--- config.mk ---
export PLATFORM = sky130hd
export DESIGN_NAME = swd_host
export DESIGN_NICKNAME = d
export VERILOG_FILES = /design/src/rtl/swd_host.sv
export SDC_FILE = /design/constraint.sdc
export NUM_CORES = 1
export LEC_CHECK = 0
export BUFFER_PORTS_ARGS = -buffer_cell sky130_fd_sc_hd__buf_2
export CAP_MARGIN = 40
export CORE_MARGIN = 8
export CORE_UTILIZATION = 42
export DETAILED_ROUTE_END_ITERATION = 10
export PLACE_DENSITY_LB_ADDON = 0.2
export SLEW_MARGIN = 20
export SYNTH_ARGS = -nofsm -noshare
export SYNTH_HDL_FRONTEND = slang
export SYNTH_SLANG_ARGS = --single-unit
export TNS_END_PERCENT = 5
--- constraint.sdc ---
create_clock -name CLK -period 2.65 [get_ports CLK]
set_input_delay 0.3975 -clock CLK [delete_from_list [all_inputs] [get_ports CLK]]
set_output_delay 0.3975 -clock CLK [all_outputs]
set_load 0.02 [all_outputs]
--- src/rtl/swd_host.sv ---
// ============================================================================
//  Module   : swd_host
//  Purpose  : SWD initiator. Turns one DP/AP transaction request into a
//             complete SWD packet (request, turnaround, ACK, data, parity and
//             idle clocks), or issues a line reset. Returns the ACK, the read
//             data and a read-parity error flag.
//  Ports    : CLK, RESET (synchronous, active high)
//             req_*  : request handshake and fields (captured at acceptance)
//             rsp_*  : single-cycle completion pulse and held response fields
//             SWDCLK/SWDOUT/SWDOUTEN/SWDIN : SWD line toward the target
//  Options  : `define SWD_WAIT_RETRY_EN to retry a WAIT ACK automatically,
//             up to MAX_RETRY times, before reporting completion.
//  Revision : 1.0  initial release
// ============================================================================
`default_nettype none

module swd_host #(
  parameter int CLK_DIV     = 4,
  parameter int IDLE_CYCLES = 8,
  parameter int MAX_RETRY   = 15
) (
  input  logic        CLK,
  input  logic        RESET,
  input  logic        req_valid,
  output logic        req_ready,
  input  logic        req_linereset,
  input  logic        req_apndp,
  input  logic        req_rnw,
  input  logic [1:0]  req_addr,
  input  logic [31:0] req_wdata,
  output logic        rsp_valid,
  output logic [2:0]  rsp_ack,
  output logic [31:0] rsp_rdata,
  output logic        rsp_parity_err,
  output logic        SWDCLK,
  output logic        SWDOUT,
  output logic        SWDOUTEN,
  input  logic        SWDIN
);

  localparam int               DIV_W    = (CLK_DIV > 1) ? $clog2(CLK_DIV) : 1;
  localparam logic [DIV_W-1:0] DIV_LAST = DIV_W'(CLK_DIV - 1);
  localparam logic [2:0]       ACK_OK   = 3'b001;
  localparam logic [2:0]       ACK_WAIT = 3'b010;

  typedef enum logic [3:0] {
    S_IDLE, S_REQ, S_TRN1, S_ACK, S_RDATA, S_RPAR, S_TRN2,
    S_WDATA, S_WPAR, S_IDLE_CLKS, S_LRST, S_DONE
  } state_t;

  state_t             state;
  logic [5:0]         bit_cnt;   // bits left in the current state, minus one
  logic [DIV_W-1:0]   div_cnt;
  logic               phase;     // 0 = SWDCLK low half, 1 = high half
  logic               apndp_q;
  logic               rnw_q;
  logic [1:0]         addr_q;
  logic [31:0]        wdata_q;
  logic               lrst_q;
  logic [31:0]        tx_sr;     // remaining bits of the header / write word
  logic [2:0]         ack_sr;
  logic [31:0]        rdata_sr;
  logic               par_err_q;
`ifdef SWD_WAIT_RETRY_EN
  logic [3:0]         retry_cnt;
`endif

  // Request header, transmitted bit 0 first.
  function automatic logic [7:0] hdr_of(input logic ap, input logic rnw,
                                        input logic [1:0] a);
    return {1'b1, 1'b0, ap ^ rnw ^ a[0] ^ a[1], a[1], a[0], rnw, ap, 1'b1};
  endfunction

  always_ff @(posedge CLK) begin
    if (RESET) begin
      state          <= S_IDLE;
      bit_cnt        <= '0;
      div_cnt        <= '0;
      phase          <= 1'b0;
      apndp_q        <= 1'b0;
      rnw_q          <= 1'b0;
      addr_q         <= '0;
      wdata_q        <= '0;
      lrst_q         <= 1'b0;
      tx_sr          <= '0;
      ack_sr         <= '0;
      rdata_sr       <= '0;
      par_err_q      <= 1'b0;
      req_ready      <= 1'b1;
      rsp_valid      <= 1'b0;
      rsp_ack        <= '0;
      rsp_rdata      <= '0;
      rsp_parity_err <= 1'b0;
      SWDCLK         <= 1'b0;
      SWDOUT         <= 1'b0;
      SWDOUTEN       <= 1'b0;
`ifdef SWD_WAIT_RETRY_EN
      retry_cnt      <= '0;
`endif
    end else begin
      rsp_valid <= 1'b0;
      if (req_valid && req_ready) begin
        // Both a packet and a line reset start by driving a 1 (Start bit).
        req_ready <= 1'b0;
        apndp_q   <= req_apndp;
        rnw_q     <= req_rnw;
        addr_q    <= req_addr;
        wdata_q   <= req_wdata;
        lrst_q    <= req_linereset;
        div_cnt   <= '0;
        phase     <= 1'b0;
        SWDCLK    <= 1'b0;
        SWDOUT    <= 1'b1;
        SWDOUTEN  <= 1'b1;
`ifdef SWD_WAIT_RETRY_EN
        retry_cnt <= '0;
`endif
        if (req_linereset) begin
          state   <= S_LRST;
          bit_cnt <= 6'd55;
        end else begin
          state   <= S_REQ;
          bit_cnt <= 6'd7;
          tx_sr   <= {24'd0, hdr_of(req_apndp, req_rnw, req_addr) >> 1};
        end
      end else if (state == S_DONE) begin
        state <= S_IDLE;
      end else if (state != S_IDLE) begin
        if (!phase) begin
          if (div_cnt == DIV_LAST) begin
            // Last cycle before the rising edge: sample the target.
            phase   <= 1'b1;
            div_cnt <= '0;
            SWDCLK  <= 1'b1;
            case (state)
              S_ACK:   ack_sr    <= {SWDIN, ack_sr[2:1]};
              S_RDATA: rdata_sr  <= {SWDIN, rdata_sr[31:1]};
              S_RPAR:  par_err_q <= (^rdata_sr) ^ SWDIN;
              default: ;
            endcase
          end else begin
            div_cnt <= div_cnt + DIV_W'(1);
          end
        end else if (div_cnt != DIV_LAST) begin
          div_cnt <= div_cnt + DIV_W'(1);
        end else begin
          // End of bit: the next bit's line values are set here so they
          // appear on the first cycle of its low phase.
          phase   <= 1'b0;
          div_cnt <= '0;
          SWDCLK  <= 1'b0;
          if (bit_cnt != 6'd0) begin
            bit_cnt <= bit_cnt - 6'd1;
            if (state == S_REQ || state == S_WDATA) begin
              SWDOUT <= tx_sr[0];
              tx_sr  <= tx_sr >> 1;
            end
          end else begin
            case (state)
              S_REQ: begin
                state    <= S_TRN1;
                SWDOUT   <= 1'b0;
                SWDOUTEN <= 1'b0;
              end
              S_TRN1: begin
                state   <= S_ACK;
                bit_cnt <= 6'd2;
              end
              S_ACK: begin
                if (ack_sr == ACK_OK && rnw_q) begin
                  state   <= S_RDATA;
                  bit_cnt <= 6'd31;
                end else begin
                  state   <= S_TRN2;
                end
              end
              S_RDATA: state <= S_RPAR;
              S_RPAR:  state <= S_TRN2;
              S_TRN2: begin
                SWDOUTEN <= 1'b1;
                if (ack_sr == ACK_OK && !rnw_q) begin
                  state   <= S_WDATA;
                  bit_cnt <= 6'd31;
                  SWDOUT  <= wdata_q[0];
                  tx_sr   <= wdata_q >> 1;
                end else begin
                  state   <= S_IDLE_CLKS;
                  bit_cnt <= 6'(IDLE_CYCLES - 1);
                  SWDOUT  <= 1'b0;
                end
              end
              S_WDATA: begin
                state  <= S_WPAR;
                SWDOUT <= ^wdata_q;
              end
              S_WPAR, S_LRST: begin
                state   <= S_IDLE_CLKS;
                bit_cnt <= 6'(IDLE_CYCLES - 1);
                SWDOUT  <= 1'b0;
              end
              S_IDLE_CLKS: begin
`ifdef SWD_WAIT_RETRY_EN
                if (!lrst_q && ack_sr == ACK_WAIT && retry_cnt < 4'(MAX_RETRY)) begin
                  // Re-issue the identical packet without reporting.
                  retry_cnt <= retry_cnt + 4'd1;
                  state     <= S_REQ;
                  bit_cnt   <= 6'd7;
                  SWDOUT    <= 1'b1;
                  SWDOUTEN  <= 1'b1;
                  tx_sr     <= {24'd0, hdr_of(apndp_q, rnw_q, addr_q) >> 1};
                end else
`endif
                begin
                  state     <= S_DONE;
                  rsp_valid <= 1'b1;
                  req_ready <= 1'b1;
                  SWDOUT    <= 1'b0;
                  SWDOUTEN  <= 1'b0;
                  rsp_ack   <= lrst_q ? 3'b000 : ack_sr;
                  if (!lrst_q && ack_sr == ACK_OK && rnw_q) begin
                    rsp_rdata      <= rdata_sr;
                    rsp_parity_err <= par_err_q;
                  end else begin
                    rsp_parity_err <= 1'b0;
                  end
                end
              end
              default: state <= S_IDLE;
            endcase
          end
        end
      end
    end
  end

endmodule

`default_nettype wire

Yosys cells after proc, flatten, opt, wreduce, memory -nomap -nowiden
Index checks and enable logic that the tools add are counted.
{ "classes": {"n_reduce_logical": 41, "eq_ne": 23, "bitwise": 10, "n_mux": 65, "addsub": 2} }
{ "op_table": {"columns": ["cell", "n"], "rows": [
  ["$mux W32", 10],
  ["$reduce_xor A32 Y1", 2],
  ["$mux W6", 8],
  ["$reduce_and A6 Y1", 7],
  ["$pmux W4 S9", 1],
  ["$mux W4", 8],
  ["$mux W1", 29],
  ["$pmux W6 S4", 1],
  ["$eq A4 B3 Y1 const B", 4],
  ["$eq A4 B4 Y1 const B", 4],
  ["$reduce_and A8 Y1", 2],
  ["$reduce_bool A3 Y1", 5],
  ["$ne A2 B2 Y1 const B", 6],
  ["$reduce_bool A6 Y1", 2],
  ["$eq A4 B2 Y1 const B", 2],
  ["$mux W2", 4],
  ["$reduce_and A4 Y1", 2],
  ["$reduce_bool A2 Y1", 4],
  ["$reduce_and A7 Y1", 1],
  ["$reduce_or A7 Y1", 1],
  ["$ne A3 B3 Y1 const B", 2],
  ["$not A1 Y1", 6],
  ["$reduce_or A2 Y1", 3],
  ["$sub A6 B1 Y6 const B", 1],
  ["other kinds (18)", 26]
]} }
{ "totals": {"out_inout_bits": 41, "reg_bits": 156, "wordCells": 160} }

Logic depth before layout (Yosys ltp)
Gate-level depths: netlist of the first run.
{ "logic_depth": {"depth_word": 10, "depth_mapped": 11, "mapped_depth_nobuf": 8} }

Worst setup path after synthesis of the first run
OpenSTA, ideal clock, no wires.
{ "synth_timing": {"path_kind": "flip-flop to flip-flop", "start": "register bit_cnt[2]", "end": "register rsp_rdata[0]", "setup_ps": 132, "required_ps": 2518, "path_buffers": 4, "period_less_slack_ps": 2509, "arrival_time_ps": 2376, "stages_incl_launch_ff": 11, "path_slack_ps": 141, "path_cell_list": "dfxtp_1 -> or3_4 -> or3b_1 -> buf_2 -> or3_1 -> buf_2 -> or3_1 -> buf_2 -> buf_6 -> nand2_1 -> a21oi_1"} }
{ "synth_between": {"elab_chain_cells": 3} }
{ "synth_lines": {"columns": ["element", "line", "rtl"], "rows": [
  ["start: declaration", "52", "logic [5:0] bit_cnt;"],
  ["start signal: assignment", "153", "bit_cnt <= bit_cnt - 6'd1;"],
  ["start signal: assignment", "188", "bit_cnt <= 6'(IDLE_CYCLES - 1);"],
  ["start signal: assignment", "198", "bit_cnt <= 6'(IDLE_CYCLES - 1);"],
  ["$reduce_bool A6 Y1", "152", "if (bit_cnt != 6'd0) begin"],
  ["$not A1 Y1 (no line)", null, null],
  ["$reduce_and A8 Y1 (no line)", null, null],
  ["end signal: assignment", "221", "rsp_rdata <= rdata_sr;"],
  ["end: declaration", "33", "output logic [31:0] rsp_rdata,"]
]} }
No other way between the ends.
A chain may end at the register's enable or synchronous reset.

Worst setup path in the final report of the first run
{ "layout_timing": {"start": "register bit_cnt[2]", "end": "register rsp_rdata[8]"} }
Same word-level chain as after synthesis.

==> impl_metrics.toml, run 1 <==
[run_status]
status = "finished clean"

[place]
hpwl_mm = 11.0
gp_congestion = 0.850
dp_cells = 1161
placed_area_mm2 = 0.00770
portBuffers = 81

[die]
initial_utilization = 0.428
io_pins = 82
fp.dieH_um = 145
dieArea_mm2 = 0.0212
core_area_mm2 = 0.0165
rows = 47
die_w_um = 145

[clocking]
ctsHoldBuffers = 0
clk_pin_slew_worst_paths_ps = 60
clockBufferDepth = 2
cts.sinks = 155
insertion_delay_ps = 420
cts_made_buffers = 17
htree_levels = 4
cts_tree = "yes"
root_buffer = "clkbuf_16"

[power]
p_leak_uw = 0.00309
irDropWorstVdd_mv = 0.499
p_per_area_mw_per_mm2 = 650

[sta]
holdWs_ps = 209
maxSlewHeadroom = 0.601
fin_crit_sh = 0.931
hold_viol = 0
fmax_mhz = 406
rsz0062_at_grt = "false"
tns_ps = 0
fin_skew_ps = 10.2
slew_violations = 0
final-setup-viol-count = 0
period_minus_slack_ps = 2470
worstMarginPinSlew_ps = 599

[global_route]
grt_pass1_wl_mm = 28.2
grt_max_degree = 60
grt-ovfl-total = 0
grt.total_usage = 0.158
antenna_found_initial = 3
grt_pass1_vias = 5693

[logic_synthesis]
synth-main-ff-cell = "dfxtp_1"
synth_most_common_cell = "nand2_1"
syn-cell-area_mm2 = 0.00704
syn_area_per_cell_um2 = 7.82
yosysWarnings = 0
synthArstFlopShare = 0
synth_cell_type_count = 50
synth_commonest_cells = "272 x nand2_1, 155 x dfxtp_1, 136 x a21oi_1"
syn_inst = 900
yosysTopAreaCell = "dfxtp_1"
syn_nets = 945
synth_edf_count = 0
ys_seq_area_frac = 0.441
synth_area_leaders = "dfxtp_1 44%, nand2_1 15%, a21oi_1 9.7%, xnor2_1 7.1%, mux2i_1 5.3%"
ys_seq_elements = 155
synth_top_area_share = 0.441

[worst_setup_path]
worst_setup_path_end_kind = "flip-flop"
crit_fanout = 33
worstSetupPathType = "reg2reg"
rr_startpoint = "bit_cnt[2]"
cp-start-kind = "flip-flop"
crit_path_start = "bit_cnt[2]"
worstPathRequired_ps = 3000
cp.arrival_ps = 2810

[detailed_routing]
drt_iter0_drc = 435
detail_route.wl_per_cell_um = 14.1
drc = 0
detail_route.vias_per_cell = 5.02
drt_wl_total_mm = 16.9
vias = 6010
final_antenna_net_count = 0
firstDrtPassIters = 5

[cells_and_area]
fin_area_mm2 = 0.00835
insertedDiodeCount = 0
stdcell_count = 1197
syn2layout_area_growth_pct = 18.6
final_nets = 1009
drive_gt1_frac = 0.150

[hold_path]
hold_class = "in2reg"
hold_start = "req_wdata[16]"

[run]
drv_cap = 0
## state kept, by name (all words and copies together), names as in the netlist
name / flops
rdata_sr: 32
rsp_rdata: 32
wdata_q: 32
tx_sr: 31
bit_cnt: 6
state: 4
ack_sr: 3
rsp_ack: 3
div_cnt: 2
SWDCLK: 1
SWDOUT: 1
SWDOUTEN: 1
lrst_q: 1
par_err_q: 1
phase: 1
req_ready: 1
rnw_q: 1
rsp_parity_err: 1
rsp_valid: 1
## layout by cell type (no fill, tap or decap), types with 5 or more instances in the layout
| cell type | netlist | final |
|---|---|---|
| xor2_1 | 12 | 12 |
| a21oi_1 | 136 | 136 |
| a31oi_1 | 8 | 7 |
| buf_12 | 0 | 5 |
| inv_1 | 7 | 7 |
| nand3_1 | 8 | 8 |
| dfxtp_1 | 155 | 155 |
| xnor2_1 | 57 | 57 |
| nor3_1 | 10 | 10 |
| mux2i_1 | 37 | 37 |
| buf_4 | 3 | 22 |
| buf_2 | 6 | 80 |
| o21ai_0 | 15 | 15 |
| nor2_1 | 57 | 57 |
| clkbuf_16 | 0 | 18 |
| nand2_1 | 272 | 272 |
## cell type report
cell class | count | area (um^2)
Clock buffer | 20 | 437
Clock inverter | 12 | 141
Inverter | 7 | 26.3
Timing Repair Buffer | 110 | 713
Tap cell | 220 | 275
Fill cell | 1645 | 8120
Multi-Input combinational cell | 673 | 3650
Sequential cell | 155 | 3100
## cell families after synthesis
| group | share of synthesized area |
|---|---|
| AOI/OAI and AO/OA | 0.149 |
| xor gates and xnor gates | 0.0890 |
| adders and majority gates | 0.00711 |
| buffers and inverters | 0.0443 |
| DFF | 0.441 |
| muxes | 0.0526 |
| and+or+nand+nor | 0.217 |
## metrics by stage
stage | setup slack [ps] | utilization | total power (uW)
final | 184 | 0.507 | 5420
after global routing | 35.3 | 0.507 | 5640
after CTS | 96.0 | 0.503 | 5460
after detailed placement | 105 | 0.468 | 3060
after global placement | 170 | 0.468 | 3060
after floorplan | 141 | - | 2890
## where the power goes
group / leakage, uW / switching (uW) / internal (uW)
registers: 0.00126 / 55.3 / 2380
clock network: 0.000269 / 1010 / 1400
logic: 0.00157 / 336 / 244
## critical path, stage by stage, from the launching register on
cell and delay [ps]:
dfxtp_1 340, or3_4 420, or3b_4 460, or3_1 390, buf_4 180, nor3_4 150
buf_12 210, nand2_1 70, a21oi_1 160
## worst paths after layout
check,endpoint,cells past startpoint,slack (ps)
worst max-delay path,rsp_rdata[8],8,180
worst min-delay path,wdata_q[16],3,210
worst max register to register,rsp_rdata[8],8,180
worst min register to register,rsp_rdata[26],2,450
## routing by layer
layer | GRT usage | share of wire | vias to the layer above
li1 | - | - | 3108
met1 | 0.204 | 0.49 | 2765
met2 | 0.245 | 0.45 | 111
met3 | 0.0476 | 0.043 | 20
met4 | 0.0541 | 0.014 | 6
met5 | 0 | 0.0021 | -
## repair_timing
item	CTS	global route
endpoints found under the setup margin	0	36
endpoints found under the hold margin	0	0
resized for setup	0	3
buffers inserted	0	2
Note: power is estimated with default switching activity, not from simulation.
==> inputs of run 2 (changes only) <==
--- a/config.mk
+++ b/config.mk
@@ -10,7 +10,6 @@
 export CORE_MARGIN = 8
 export CORE_UTILIZATION = 42
 export DETAILED_ROUTE_END_ITERATION = 10
-export PLACE_DENSITY_LB_ADDON = 0.2
 export SLEW_MARGIN = 20
 export SYNTH_ARGS = -nofsm -noshare
 export SYNTH_HDL_FRONTEND = slang
==> impl_metrics.toml, run 2 (synthesis results as in run 1) <==
[run_status]
status = "finished clean"

[global_route]
grt_pass1_vias = 5874
grt.total_usage = 0.160
grt_pass1_wl_mm = 28.5
grt-ovfl-total = 0
antenna_found_initial = 1
grt_max_degree = 82

[worst_setup_path]
worstPathRequired_ps = 2960
cpPeakStageDelay_ps = 470
crit_path_top_delay_cell = "or3b_4"
cp.arrival_ps = 2800
crit_fanout = 16
cp-start-kind = "flip-flop"
worst_setup_path_end_kind = "flip-flop"
path_cells = "or3_4 -> or3b_4 -> a21oi_1 -> o21ai_0 -> o31ai_4 -> clkbuf_16 -> mux2i_1 -> nor2_1"
worstSetupPathType = "reg2reg"

[cells_and_area]
syn2layout_area_growth_pct = 19.3
final_nets = 1007
drive_gt1_frac = 0.149
insertedDiodeCount = 0
largestRegisters = "rdata_sr (32), rsp_rdata (32), wdata_q (32)"
fillers = 1615
multi_input_area_mm2 = 0.00364
seq_area_mm2 = 0.00310
final_cell_mix = "272 x nand2_1, 155 x dfxtp_1, 136 x a21oi_1, 80 x buf_2"
fin_area_mm2 = 0.00840
final_common_cell = "nand2_1"

[place]
placed_area_mm2 = 0.00769
portBuffers = 81
hpwl_mm = 11.1
gp_congestion = 0.846

[sta]
hold_viol = 0
fin_skew_ps = 6.65
fin_crit_sh = 0.942
slew_violations = 0
fmax_mhz = 401
maxSlewHeadroom = 0.575
period_minus_slack_ps = 2500
final-setup-viol-count = 0
worstMarginPinSlew_ps = 637
tns_ps = 0
rsz0062_at_grt = "false"

[clocking]
htree_levels = 4
clk_pin_slew_worst_paths_ps = 60
cts_tree = "yes"
insertion_delay_ps = 430
root_buffer = "clkbuf_16"
cts_made_buffers = 17
cts.sinks = 155
clockBufferDepth = 2
ctsHoldBuffers = 0

[detailed_routing]
drc = 0
firstDrtPassIters = 6
detail_route.vias_per_cell = 5.03
vias = 6009
drt_wl_total_mm = 17.1
detail_route.wl_per_cell_um = 14.3
final_antenna_net_count = 0
drt_iter0_drc = 403

[die]
core_area_mm2 = 0.0165
die_w_um = 145
dieArea_mm2 = 0.0212
fp.dieH_um = 145
io_pins = 82
rows = 47
initial_utilization = 0.428

[power]
p_per_area_mw_per_mm2 = 680
irDropWorstVdd_mv = 0.476
p_leak_uw = 0.00313

[hold_path]
hold_class = "in2reg"

[run]
drv_cap = 0
[run 2: cell types whose count changed in the layout (fill, tap and decap cells not counted), sizes merged]
| cell | delta |
|---|---|
| bufinv | +3 |
| clkinvlp | -3 |
| buf | -2 |
| inv | -2 |
| clkbuf | +1 |
| clkinv | +1 |
[run 2: per-layer routing]
layer | GRT usage | part of all wire | up-vias
met1 | 0.204 | 0.48 | 2763
met2 | 0.254 | 0.46 | 107
met3 | 0.0389 | 0.043 | 26
met5 | 0 | 0.00070 | -
met4 | 0.0666 | 0.016 | 2
li1 | - | - | 3111
[run 2: what timing repair did]
action / in CTS / in global routing
resized for setup: 0 / 1
buffers inserted: 0 / 0
hold endpoints to repair: 0 / 0
endpoints found under the setup margin: 0 / 57
[run 2: where the power goes]
group	leakage, uW	internal (uW)	switching [uW]
clock network	0.000317	1720	963
registers	0.00126	2380	50.6
logic	0.00156	245	346
total	0.00313	4350	1360
[run 2: worst paths after layout]
kind | slack, ps | startpoint | depth (start not counted) | endpoint
setup reg to reg | 150 | bit_cnt[2] | 8 | tx_sr[2]
hold / removal | 210 | req_wdata[22] | 3 | wdata_q[22]
hold reg to reg | 450 | rsp_ack[2] | 2 | rsp_ack[2]
setup / recovery | 150 | bit_cnt[2] | 8 | tx_sr[2]
[run 2: cell type report]
| class | instances | share of cell area |
|---|---|---|
| clock inverter | 11 | 0.0226 |
| timing repair buffer | 108 | 0.0831 |
| inverter | 7 | 0.00313 |
| multi-input combinational | 673 | 0.434 |
| clock buffer | 21 | 0.0548 |
| sequential | 155 | 0.369 |
| tap | 220 | 0.0328 |
[run 2: worst max-delay path: cells and delay by family (launching register included)]
kind,cells,cell delay (ps)
buf+inv,1,270
compound gates,3,610
simple gates,3,940
flops,1,340
mux,1,200
[run 2: through the flow]
stage          power (uW)  setup WS, ps   util  instances  hold slack (ps)
2_1_floorplan        2890           141      -        900              460
3_3_place_gp         3060           115  0.467       1161              438
3_5_place_dp         3060          33.0  0.467       1161              440
4_1_cts              5760          30.2  0.507       1193              189
5_1_grt              5930          18.7  0.510       1195              200
6_report             5710           154  0.510       1195              206
